`src/rtl/ram_burst_reader.sv`:
```
// Burst read master for the single-port-read RAM.
// Streams RAM words out over valid/ready through a 2-entry skid buffer.
module ram_burst_reader #(
    parameter int DATA_WIDTH = 16,
    parameter int ADDR_WIDTH = 8,
    parameter int MEM_SIZE   = 8,
    parameter int LEN_WIDTH  = 8
) (
    input  logic                  Clock,
    input  logic                  Reset,
    input  logic                  iReqValid,
    output logic                  oReqReady,
    input  logic [ADDR_WIDTH-1:0] iReqAddr,
    input  logic [LEN_WIDTH-1:0]  iReqLen,
    output logic [ADDR_WIDTH-1:0] oRamReadAddress,
    input  logic [DATA_WIDTH-1:0] iRamDataOut,
    output logic                  oDataValid,
    input  logic                  iDataReady,
    output logic [DATA_WIDTH-1:0] oData,
    output logic                  oDataLast,
    output logic                  oDone,
    output logic                  oBusy
);

    typedef enum logic [1:0] {
        IDLE,
        READ,
        DRAIN,
        DONE
    } state_t;

    localparam logic [ADDR_WIDTH-1:0] LAST_ADDR = ADDR_WIDTH'(MEM_SIZE);
    localparam logic [LEN_WIDTH-1:0]  ONE       = LEN_WIDTH'(1);

    state_t state, state_nxt;

    logic [ADDR_WIDTH-1:0] next_addr;
    logic [ADDR_WIDTH-1:0] last_addr;
    logic [ADDR_WIDTH-1:0] addr_inc;
    logic [LEN_WIDTH-1:0]  remaining;
    logic [LEN_WIDTH-1:0]  left;
    logic                  inflight;
    logic [DATA_WIDTH-1:0] buffer [2];
    logic                  head;
    logic                  tail;
    logic [1:0]            count;
    logic [2:0]            occ;
    logic                  req_fire;
    logic                  pop;
    logic                  last_pop;
    logic                  issue;

    // Occupancy the buffer would have if another read were launched now.
    assign req_fire = (state == IDLE) && iReqValid;
    assign pop      = (count != 2'd0) && iDataReady;
    assign last_pop = pop && (left == ONE);
    assign occ      = {1'b0, count} + {2'b00, inflight} - {2'b00, pop};
    assign issue    = (state == READ) && (remaining != '0) && (occ < 3'd2);
    assign addr_inc = (next_addr == LAST_ADDR) ? '0 : next_addr + 1'b1;

    assign oRamReadAddress = issue ? next_addr : last_addr;
    assign oReqReady       = (state == IDLE);
    assign oBusy           = (state != IDLE);
    assign oDone           = (state == DONE);
    assign oDataValid      = (count != 2'd0);
    assign oData           = buffer[head];
    assign oDataLast       = oDataValid && (left == ONE);

    // State register.
    always_ff @(posedge Clock) begin
        if (Reset) state <= IDLE;
        else       state <= state_nxt;
    end

    // Next-state logic: empty bursts skip straight to DONE.
    always_comb begin
        state_nxt = state;
        unique case (state)
            IDLE: begin
                if (iReqValid) begin
                    state_nxt = (iReqLen == '0) ? DONE : READ;
                end
            end
            READ: begin
                if (last_pop)
                    state_nxt = DONE;
                else if (issue && (remaining == ONE))
                    state_nxt = DRAIN;
            end
            DRAIN: begin
                if (last_pop) state_nxt = DONE;
            end
            DONE: state_nxt = IDLE;
            default: state_nxt = IDLE;
        endcase
    end

    // Address generation, word counters and output buffer.
    always_ff @(posedge Clock) begin
        if (Reset) begin
            next_addr <= '0;
            last_addr <= '0;
            remaining <= '0;
            left      <= '0;
            inflight  <= 1'b0;
            buffer[0] <= '0;
            buffer[1] <= '0;
            head      <= 1'b0;
            tail      <= 1'b0;
            count     <= 2'd0;
        end else begin
            if (req_fire) begin
                next_addr <= iReqAddr;
                remaining <= iReqLen;
                left      <= iReqLen;
            end else begin
                if (issue) begin
                    last_addr <= next_addr;
                    next_addr <= addr_inc;
                    remaining <= remaining - ONE;
                end
                if (pop) begin
                    left <= left - ONE;
                    head <= ~head;
                end
            end
            inflight <= issue;
            if (inflight) begin
                buffer[tail] <= iRamDataOut;
                tail         <= ~tail;
            end
            count <= count + {1'b0, inflight} - {1'b0, pop};
        end
    end

endmodule

```
`config.mk`:
```
export PLATFORM = sky130hd
export DESIGN_NAME = ram_burst_reader
export DESIGN_NICKNAME = d
export VERILOG_FILES = /design/src/rtl/ram_burst_reader.sv
export SDC_FILE = /design/constraint.sdc
export NUM_CORES = 1
export LEC_CHECK = 0
export BUFFER_PORTS_ARGS = -buffer_cell sky130_fd_sc_hd__buf_2
export CAP_MARGIN = 40
export CORE_MARGIN = 2
export CORE_UTILIZATION = 55
export CTS_BUF_LIST = sky130_fd_sc_hd__clkbuf_2 sky130_fd_sc_hd__clkbuf_4 sky130_fd_sc_hd__clkbuf_8
export DETAILED_ROUTE_END_ITERATION = 10
export GPL_TIMING_DRIVEN = 1
export PLACE_DENSITY = 0.76
export SKIP_LAST_GASP = 1
export SLEW_MARGIN = 10
export SYNTH_ARGS = -nofsm -noshare
export SYNTH_HDL_FRONTEND = slang
export SYNTH_SLANG_ARGS = --single-unit
```
`constraint.sdc`:
```
create_clock -name Clock -period 5.1 [get_ports Clock]
set_input_delay 0.51 -clock Clock [delete_from_list [all_inputs] [get_ports Clock]]
set_output_delay 0.51 -clock Clock [all_outputs]
set_load 0.02 [all_outputs]
```
==> reports/metrics.csv, run 1 <==
stage,metric,value,unit
pwr,p_int,1270,uW
global_route,grt_overflow,0,
logic_synthesis,synth_most_common_cell,dfxtp_1,
pwr,pwr-share-seq,39.0,%
sta,period_share,75.0,%
worst_setup_path,rr_startpoint,count[1],
cts,clk_latency,0.33,ns
sta,whs,0.432,ns
worst_hold_path,min-delay-start,iReqAddr[6],
flow_run,maxCapViolCount,0,
worst_setup_path,crit_required,4.59,ns
route,first_pass_iters,4,
logic_synthesis,synth_top_area_share,25.9,%
global_route,grt_max_degree,41,
place,dpl_worst_slack,1.57,ns
logic_synthesis,synth-edff-count,32,
pwr,p_leak,0.00171,uW
worst_setup_path,cp_max_fo,13,
worst_setup_path,worstRegToRegCells,10,
floorplanning,dieArea,7420,sq um
route,viasPerCell,5.79,
worst_setup_path,critPathTopFamily,compound AO/OA/AOI/OAI gates,
layout,nNetsFinal,482,
sta,fin_skew,0.00635,ns
cts,cts_buffers,9,
cts,ctsResizeCount,0,
logic_synthesis,syn_avg_cell_area,9.92,sq um
worst_setup_path,crit_slowest_cell,o211a_1,
worst_setup_path,rrSetupSlack,1.86,ns
floorplanning,die_y,86.1,um
cts,cts_setup_buffers,0,
floorplanning,pin_count,65,
sta,setup_violations,0,
pwr,clkPwrFrac,18.2,%
sta,period_needed,3.82,ns
route,highest_layer,met4,
layout,final_util,66.0,%
logic_synthesis,netlist_instances,374,
pwr,power.density,522,nW/um^2
logic_synthesis,ys_warn_count,0,
worst_setup_path,end_kind,primary output,
worst_setup_path,critPathKind,register to primary output,
cts,clockBufferDepth,2,
logic_synthesis,async_reset_ff_share,0,%
worst_hold_path,hp-class,input pin to register,
layout,antennaDiodeCount,0,
route,wl_met1,3460,um
place,port_buffers,64,
cts,cts_tree,yes,
worst_setup_path,critPathLaunchType,register,
global_route,grt_pass1_wl,12700,um
pwr,comb_power_share,42.9,%
logic_synthesis,ys_types,55,
logic_synthesis,synthesis.nets,424,
sta,rsz0062_at_grt,no,
floorplanning,die_w,86.1,um
sta,setup_tns,0,ns
floorplanning,fp-row-count,29,
worst_setup_path,crit_chain,"o21a_1, ha_1, inv_1, ha_1, fa_1, nor2b_1, o211a_1, nand2_1, nand2_1, buf_2",
pwr,swShare,42.5,%
floorplanning,initial_core_util,57.8,%
logic_synthesis,synth_area_leaders,"edfxtp_1 (26%), dfxtp_1 (22%), and2_1 (5.9%), mux2_2 (4.9%), ha_1 (4.4%)",
route,vias,2974,
global_route,grt_usage,21.6,%
logic_synthesis,yosysTopAreaCell,edfxtp_1,
worst_setup_path,cp.arrival,3.31,ns
route,dr_wl_met3,424,um
outcome,outcome,finished clean,
sta,maxSlewViolCount,0,
pwr,power.total,2210,uW
cts,cts_sinks,72,
cts,ctsHoldBuffers,0,
worst_setup_path,cpPeakStageDelay,0.56,ns
worst_hold_path,min_path_cells,3,
sta,fmax,261,MHz
sta,maxSlewHeadroom,43.7,%
place,gp_congestion,0.827,
worst_setup_path,crit_buf_inv,2,
route,drtAntennaViolNets,0,
pwr,p_sw,940,uW
cts,cts_root_buf,clkbuf_8,
layout,multi_input_area,1790,sq um
pwr,max-vdd-ir-drop,0.237,mV
cts,clkTransAtPathRegs,0.08,ns
logic_synthesis,ys_seq_area_share,47.5,%
logic_synthesis,netlist_top_cells_count,"dfxtp_1 (40), and2_1 (35), edfxtp_1 (32), nand2_1 (28), a21oi_1 (21)",
route,dr_wl_met2,3930,um
sta,tightest_slew,0.841,ns
worst_setup_path,worstSetupStartpoint,count[1],
global_route,antenna_found_initial,0,
route,wl,7940,um
layout,drive_gt1_share,24.5,%
global_route,grt_pass1_vias,2750,
logic_synthesis,synth_ff_type,dfxtp_1,
route,post_drt_wl_per_cell,15.4,um
route,drt-initial-drc-count,157,
route,drc_errors,0,
layout,seq_area,1760,sq um
logic_synthesis,synth_seq_cells,72,
worst_setup_path,r2r-end,next_addr[4],
logic_synthesis,synth_area,3710,sq um
place,dp_hpwl,5570,um
cts,h-tree-depth,3,
layout,num-fill-cells,524,
floorplanning,core_area,6420,sq um
sta,fin_ws,1.28,ns
worst_setup_path,path_depth,10,
worst_hold_path,whs_endpoint,next_addr[6],
layout,synthToLayoutAreaGrowth,14.2,%
sta,hold_viol,0,
[worst register-to-register path, cell delays in order (launching register included)]
cell	delay, ns
dfxtp_1	0.44
o21a_1	0.40
ha_1	0.31
inv_1	0.05
ha_1	0.15
fa_1	0.45
nor2b_1	0.28
o211ai_2	0.25
buf_8	0.23
or3_1	0.35
a311oi_1	0.24
[through the flow]
step           instance area [sq um]  cells
4_1_cts                         4240    514
3_3_place_gp                    4050    497
2_1_floorplan                   3710    374
6_report                        4240    514
5_1_grt                         4240    514
3_5_place_dp                    4060    498
[per-layer routing]
| layer | vias up | track usage, % |
|---|---|---|
| met2 | 102 | 36.5 |
| li1 | 1465 | - |
| met3 | 13 | 3.56 |
| met4 | 0 | 9.38 |
| met1 | 1394 | 27.4 |
| met5 | - | 0 |
[cells in the final DEF (no fill, tap or decap), types with 3 or more instances in the layout]
cell type    n
clkinvlp_4   3
and2_1      35
a31oi_1     12
o21bai_1     8
buf_2       64
clkbuf_8     9
nand4_1      7
mux2_2      16
or3_1        4
nand3_1     18
nor2_1      19
edfxtp_1    32
dfxtp_1     40
nor3b_1      5
nor4_1       3
o211ai_1     3
nand2_1     28
a21oi_1     21
nor3_1       5
o21ai_0     18
inv_1       17
ha_1        13
nor2b_1      3
xor2_1       7
xnor2_1      4
[final cells by class]
| cell class | instances | share of cell area (%) |
|---|---|---|
| multi-input combinational | 265 | 42.2 |
| clock buffer | 10 | 3.10 |
| sequential | 72 | 41.6 |
| inverter | 17 | 1.51 |
| timing repair buffer | 67 | 8.27 |
| tap | 77 | 2.27 |
| clock inverter | 6 | 1.06 |
[worst max-delay path by stage]
stage / end
2_1_floorplan: oRamReadAddress[0]
3_3_place_gp: oRamReadAddress[3]
3_5_place_dp: oRamReadAddress[2]
4_1_cts: oRamReadAddress[2]
5_1_grt: oRamReadAddress[2]
6_report: oRamReadAddress[2]
[cell families (layout without fill, tap and decap cells)]
| group | Yosys count | count (layout) | synth area share (%) |
|---|---|---|---|
| AO/OA/AOI/OAI | 82 | 82 | 14.6 |
| XOR/XNOR | 12 | 12 | 3.04 |
| multiplexers | 17 | 17 | 5.13 |
| buffers and inverters | 37 | 100 | 4.42 |
| AND/OR/NAND/NOR | 140 | 140 | 20.4 |
| adder cells (fa/ha/maj) | 14 | 14 | 4.92 |
| flip-flops | 72 | 72 | 47.5 |
[power by group through the flow]
stage          Combinational (uW)  Sequential [uW]  Clock, uW
2_1_floorplan                 760              824          0
3_5_place_dp                  940              872          0
6_report                      948              862        402
3_3_place_gp                  905              867          0
5_1_grt                      1040              880        435
4_1_cts                       946              860        413
[flip-flops by register name (all words and copies together) (netlist names), named ones only]
register / flops
buffer: 32
count: 2
head: 1
inflight: 1
last_addr: 8
left: 8
next_addr: 8
remaining: 8
state: 2
tail: 1
No activity file was read; power rests on OpenSTA's default activity.
==> inputs of run 2 (changes only) <==
- clock period: 5.1 -> 3.6 ns (I/O delays scaled with it)
==> reports/metrics.csv, run 2 (same netlist as run 1, synthesis figures left out) <==
stage,metric,value,unit
global_route,grt_usage,22.9,%
global_route,grt_pass1_vias,2958,
global_route,grt_overflow,0,
global_route,antenna_found_initial,0,
floorplanning,initial_core_util,57.8,%
cts,cts_tree,yes,
cts,clockBufferDepth,2,
worst_hold_path,whs_endpoint,next_addr[7],
place,placed_cells,499,
sta,period_needed,3.42,ns
pwr,power.total,3160,uW
global_route,grt_pass1_wl,13300,um
sta,period_share,95.1,%
pwr,power.density,745,nW/um^2
cts,ctsHoldBuffers,0,
route,drt-initial-drc-count,166,
pwr,max-vdd-ir-drop,0.332,mV
route,viasPerCell,5.90,
route,drtAntennaViolNets,0,
flow_run,maxCapViolCount,0,
layout,multi_input_area,1790,sq um
worst_hold_path,min_path_cells,3,
cts,cts_root_buf,clkbuf_8,
floorplanning,die_y,86.1,um
worst_setup_path,r2r-end,next_addr[4],
sta,rsz0062_at_grt,yes,
worst_setup_path,rrSetupSlack,0.54,ns
pwr,p_leak,0.00172,uW
worst_setup_path,crit_required,3.24,ns
sta,fin_skew,0.00697,ns
cts,cts_setup_buffers,0,
floorplanning,core_area,6420,sq um
floorplanning,die_w,86.1,um
sta,maxSlewViolCount,0,
floorplanning,dieArea,7420,sq um
place,gp_congestion,0.824,
sta,fmax,292,MHz
sta,maxSlewHeadroom,43.3,%
worst_setup_path,cp_max_fo,23,
floorplanning,pin_count,65,
sta,tightest_slew,0.847,ns
worst_hold_path,min-delay-start,iReqAddr[7],
floorplanning,fp-row-count,29,
sta,hold_viol,0,
outcome,outcome,finished clean,
sta,setup_violations,0,
layout,drive_gt1_share,24.7,%
route,first_pass_iters,4,
layout,final_common_cell,buf_2,
layout,antennaDiodeCount,0,
cts,clkTransAtPathRegs,0.08,ns
layout,largest_register_ffs,32,
worst_setup_path,cp.arrival,3.06,ns
cts,cts_sinks,72,
layout,nNetsFinal,483,
route,drc_errors,0,
worst_setup_path,rr_startpoint,count[1],
place,port_buffers,64,
layout,seq_area,1760,sq um
cts,cts_buffers,9,
worst_setup_path,critPathLaunchType,register,
layout,top_register,buffer,
worst_setup_path,end_kind,primary output,
layout,num-fill-cells,530,
cts,h-tree-depth,3,
worst_hold_path,hp-class,input pin to register,
cts,clk_latency,0.35,ns
route,post_drt_wl_per_cell,15.7,um
layout,synthToLayoutAreaGrowth,14.5,%
route,vias,3037,
route,wl,8100,um
layout,stdcell_count,515,
worst_setup_path,critPathKind,register to primary output,
global_route,grt_max_degree,41,
place,dp_hpwl,5610,um
worst_setup_path,worstRegToRegCells,9,
layout,layout_common_cells,"buf_2 (64), dfxtp_1 (40), and2_1 (35)",
cts,ctsResizeCount,0,
-- run 2: changes by cell type in the layout (fill, tap and decap cells not counted) --
cell	change
buf_4	+2
clkinvlp_4	-1
clkbuf_4	-1
clkinv_2	-1
inv_8	+1
buf_8	-1
inv_6	+3
clkinv_4	-1
-- run 2: layer usage --
layer,GRT usage (%),share of wire [%],up-vias
met3,4.04,4.8,8
met5,0,0,-
met4,8.23,1.0,0
li1,-,-,1468
met1,27.8,43,1468
met2,40.6,51,93
-- run 2: cell type report --
cell class | instances | share of cell area [%]
sequential | 72 | 41.5
inverter | 17 | 1.50
clock inverter | 7 | 1.44
multi-input combinational | 265 | 42.1
tap | 77 | 2.27
clock buffer | 9 | 2.92
timing repair buffer | 68 | 8.25
-- run 2: worst max path at each step --
| stage | from | to | depth (start not counted) |
|---|---|---|---|
| floorplan | count[1] | oRamReadAddress[0] | 11 |
| global placement | iDataReady | oRamReadAddress[4] | 11 |
| detailed placement | iDataReady | oRamReadAddress[2] | 11 |
| CTS | count[1] | oRamReadAddress[2] | 10 |
| global route | count[1] | oRamReadAddress[7] | 10 |
| finish | count[1] | oRamReadAddress[1] | 9 |
-- run 2: report_power, final --
group | switching [uW] | total (uW) | internal, uW | leakage [uW]
Clock | 337 | 601 | 264 | 0.0000892
Sequential | 180 | 1220 | 1040 | 0.000660
Combinational | 845 | 1350 | 501 | 0.000970
-- run 2: through the flow --
stage / setup WS [ns] / setup TNS [ns] / cell area, sq um / util [%] / hold slack, ns
CTS: 0.184 / 0 / 4250 / 66.1 / 0.269
floorplan: 0.387 / 0 / 3710 / - / 0.454
global placement: 0.618 / 0 / 4060 / 63.2 / 0.461
global route: -0.0325 / -0.0445 / 4250 / 66.1 / 0.280
finish: 0.175 / 0 / 4250 / 66.1 / 0.277
detailed placement: 0.536 / 0 / 4060 / 63.2 / 0.474
-- run 2: worst max-delay path, stage by stage (launching register included) --
cell and delay [ns]:
dfxtp_1 0.36, o21a_1 0.22, ha_1 0.28, inv_1 0.04
ha_1 0.18, fa_1 0.48, nor2b_1 0.27, o211ai_2 0.40
o21ai_0 0.29, buf_2 0.20
==> inputs of run 3 (changes only) <==
--- a/config.mk
+++ b/config.mk
@@ -9,3 +9,3 @@
 export CAP_MARGIN = 40
-export CORE_MARGIN = 2
+export CORE_MARGIN = 5
 export CORE_UTILIZATION = 55
@@ -14,3 +14,3 @@
 export GPL_TIMING_DRIVEN = 1
-export PLACE_DENSITY = 0.76
+export PLACE_DENSITY = 0.79
 export SKIP_LAST_GASP = 1
==> constraint.sdc (replaced) <==
create_clock -name Clock -period 3.6 [get_ports Clock]
set_input_delay 0.18 -clock Clock [delete_from_list [all_inputs] [get_ports Clock]]
set_output_delay 0.18 -clock Clock [all_outputs]
set_load 0.02 [all_outputs]
==> reports/metrics.csv, run 3 (same netlist as run 1, synthesis figures left out) <==
stage,metric,value,unit
layout,stdcell_area,4290,sq um
sta,fin_skew,0.00926,ns
worst_hold_path,whs_endpoint,next_addr[7],
sta,hold_viol,0,
route,vias,3013,
sta,fmax,298,MHz
worst_setup_path,worstRegToRegCells,9,
cts,clk_latency,0.34,ns
sta,tightest_slew,0.945,ns
layout,top_register,buffer,
layout,stdcell_count,519,
worst_hold_path,min_path_cells,3,
worst_setup_path,crit_required,3.42,ns
cts,clockBufferDepth,2,
cts,cts_root_buf,clkbuf_8,
worst_setup_path,critPathLaunchType,register,
global_route,grt_overflow,0,
route,post_drt_wl_per_cell,16.0,um
place,dpl-instance-area,4070,sq um
worst_setup_path,critPathKind,register to primary output,
pwr,max-vdd-ir-drop,0.574,mV
place,placed_cells,503,
pwr,power.density,765,nW/um^2
floorplanning,fp-row-count,30,
cts,cts_buffers,9,
place,gp_congestion,0.860,
layout,num-fill-cells,567,
cts,cts_sinks,72,
floorplanning,dieArea,8490,sq um
outcome,outcome,finished clean,
floorplanning,initial_core_util,55.5,%
layout,final_util,64.2,%
global_route,grt_usage,20.2,%
floorplanning,pin_count,65,
cts,cts_setup_buffers,0,
layout,drive_gt1_share,24.6,%
sta,period_needed,3.36,ns
worst_setup_path,end_kind,primary output,
global_route,grt_pass1_wl,13800,um
worst_hold_path,hp-class,input pin to register,
worst_setup_path,r2r-end,next_addr[5],
cts,cts_tree,yes,
floorplanning,core_area,6680,sq um
route,drtAntennaViolNets,0,
global_route,grt_pass1_vias,2938,
global_route,antenna_found_initial,0,
layout,layout_common_cells,"buf_2 (64), dfxtp_1 (40), and2_1 (35)",
layout,final_common_cell,buf_2,
sta,setup_violations,0,
pwr,p_leak,0.00174,uW
sta,maxSlewViolCount,0,
sta,period_share,93.2,%
route,drc_errors,0,
cts,h-tree-depth,3,
layout,largest_register_ffs,32,
cts,ctsHoldBuffers,0,
route,first_pass_iters,5,
floorplanning,die_y,92.1,um
worst_hold_path,min-delay-start,iReqAddr[7],
layout,antennaDiodeCount,0,
route,viasPerCell,5.81,
route,wl,8330,um
place,dp_hpwl,5750,um
route,drt-initial-drc-count,160,
worst_setup_path,rrSetupSlack,0.59,ns
flow_run,maxCapViolCount,0,
place,port_buffers,64,
sta,maxSlewHeadroom,36.3,%
layout,nNetsFinal,484,
global_route,grt_max_degree,41,
cts,ctsResizeCount,0,
sta,rsz0062_at_grt,no,
worst_setup_path,cp.arrival,3.18,ns
sta,setup_tns,0,ns
worst_setup_path,rr_startpoint,count[1],
worst_setup_path,cp_max_fo,17,
sta,whs,0.0958,ns
layout,synthToLayoutAreaGrowth,15.6,%
cts,clkTransAtPathRegs,0.07,ns
floorplanning,die_w,92.1,um
[run 3: where the power goes]
group / switching, uW / internal, uW
logic: 855 / 503
registers: 183 / 1040
clock network: 296 / 406
total: 1330 / 1950
[run 3: through the flow]
step	setup slack (ns)	total power, uW
floorplan	0.567	2240
global placement	0.797	2530
detailed placement	0.653	2570
CTS	0.244	3280
global route	0.0335	3500
finish	0.244	3280
[run 3: area by class of cell]
| class | count | area [sq um] | area share, % |
|---|---|---|---|
| inverters | 17 | 63.8 | 1.49 |
| well taps | 80 | 100 | 2.33 |
| flip-flops and latches | 72 | 1760 | 41.1 |
| clock inverters | 5 | 81.3 | 1.90 |
| multi-input cells | 265 | 1780 | 41.6 |
| repair buffers | 69 | 358 | 8.35 |
| clock buffers | 11 | 139 | 3.24 |
[run 3: worst max-delay path by stage]
stage | from | to | slack (ns) | cells after the start
floorplan | count[1] | oRamReadAddress[0] | 0.57 | 11
global placement | count[1] | oRamReadAddress[0] | 0.80 | 10
detailed placement | count[1] | oRamReadAddress[1] | 0.65 | 10
global route | count[1] | oRamReadAddress[7] | 0.03 | 10
CTS | count[1] | oRamReadAddress[1] | 0.24 | 10
finish | count[1] | oRamReadAddress[1] | 0.24 | 10
[run 3: worst max-delay path: stages (launching register included)]
cell and delay, ns:
dfxtp_1 0.36, o21a_1 0.22, ha_1 0.28, inv_1 0.04, ha_1 0.18, fa_1 0.49
nor2b_1 0.28, o211ai_2 0.33, buf_4 0.30, o21ai_0 0.17, buf_2 0.19
[run 3: per-layer routing]
metal | global-route usage, % | vias to the layer above | part of all wire [%]
li1 | - | 1471 | -
met3 | 3.28 | 14 | 5.9
met4 | 6.93 | 0 | 1.9
met1 | 25.5 | 1425 | 43
met2 | 34.9 | 103 | 49
met5 | 0 | - | 0
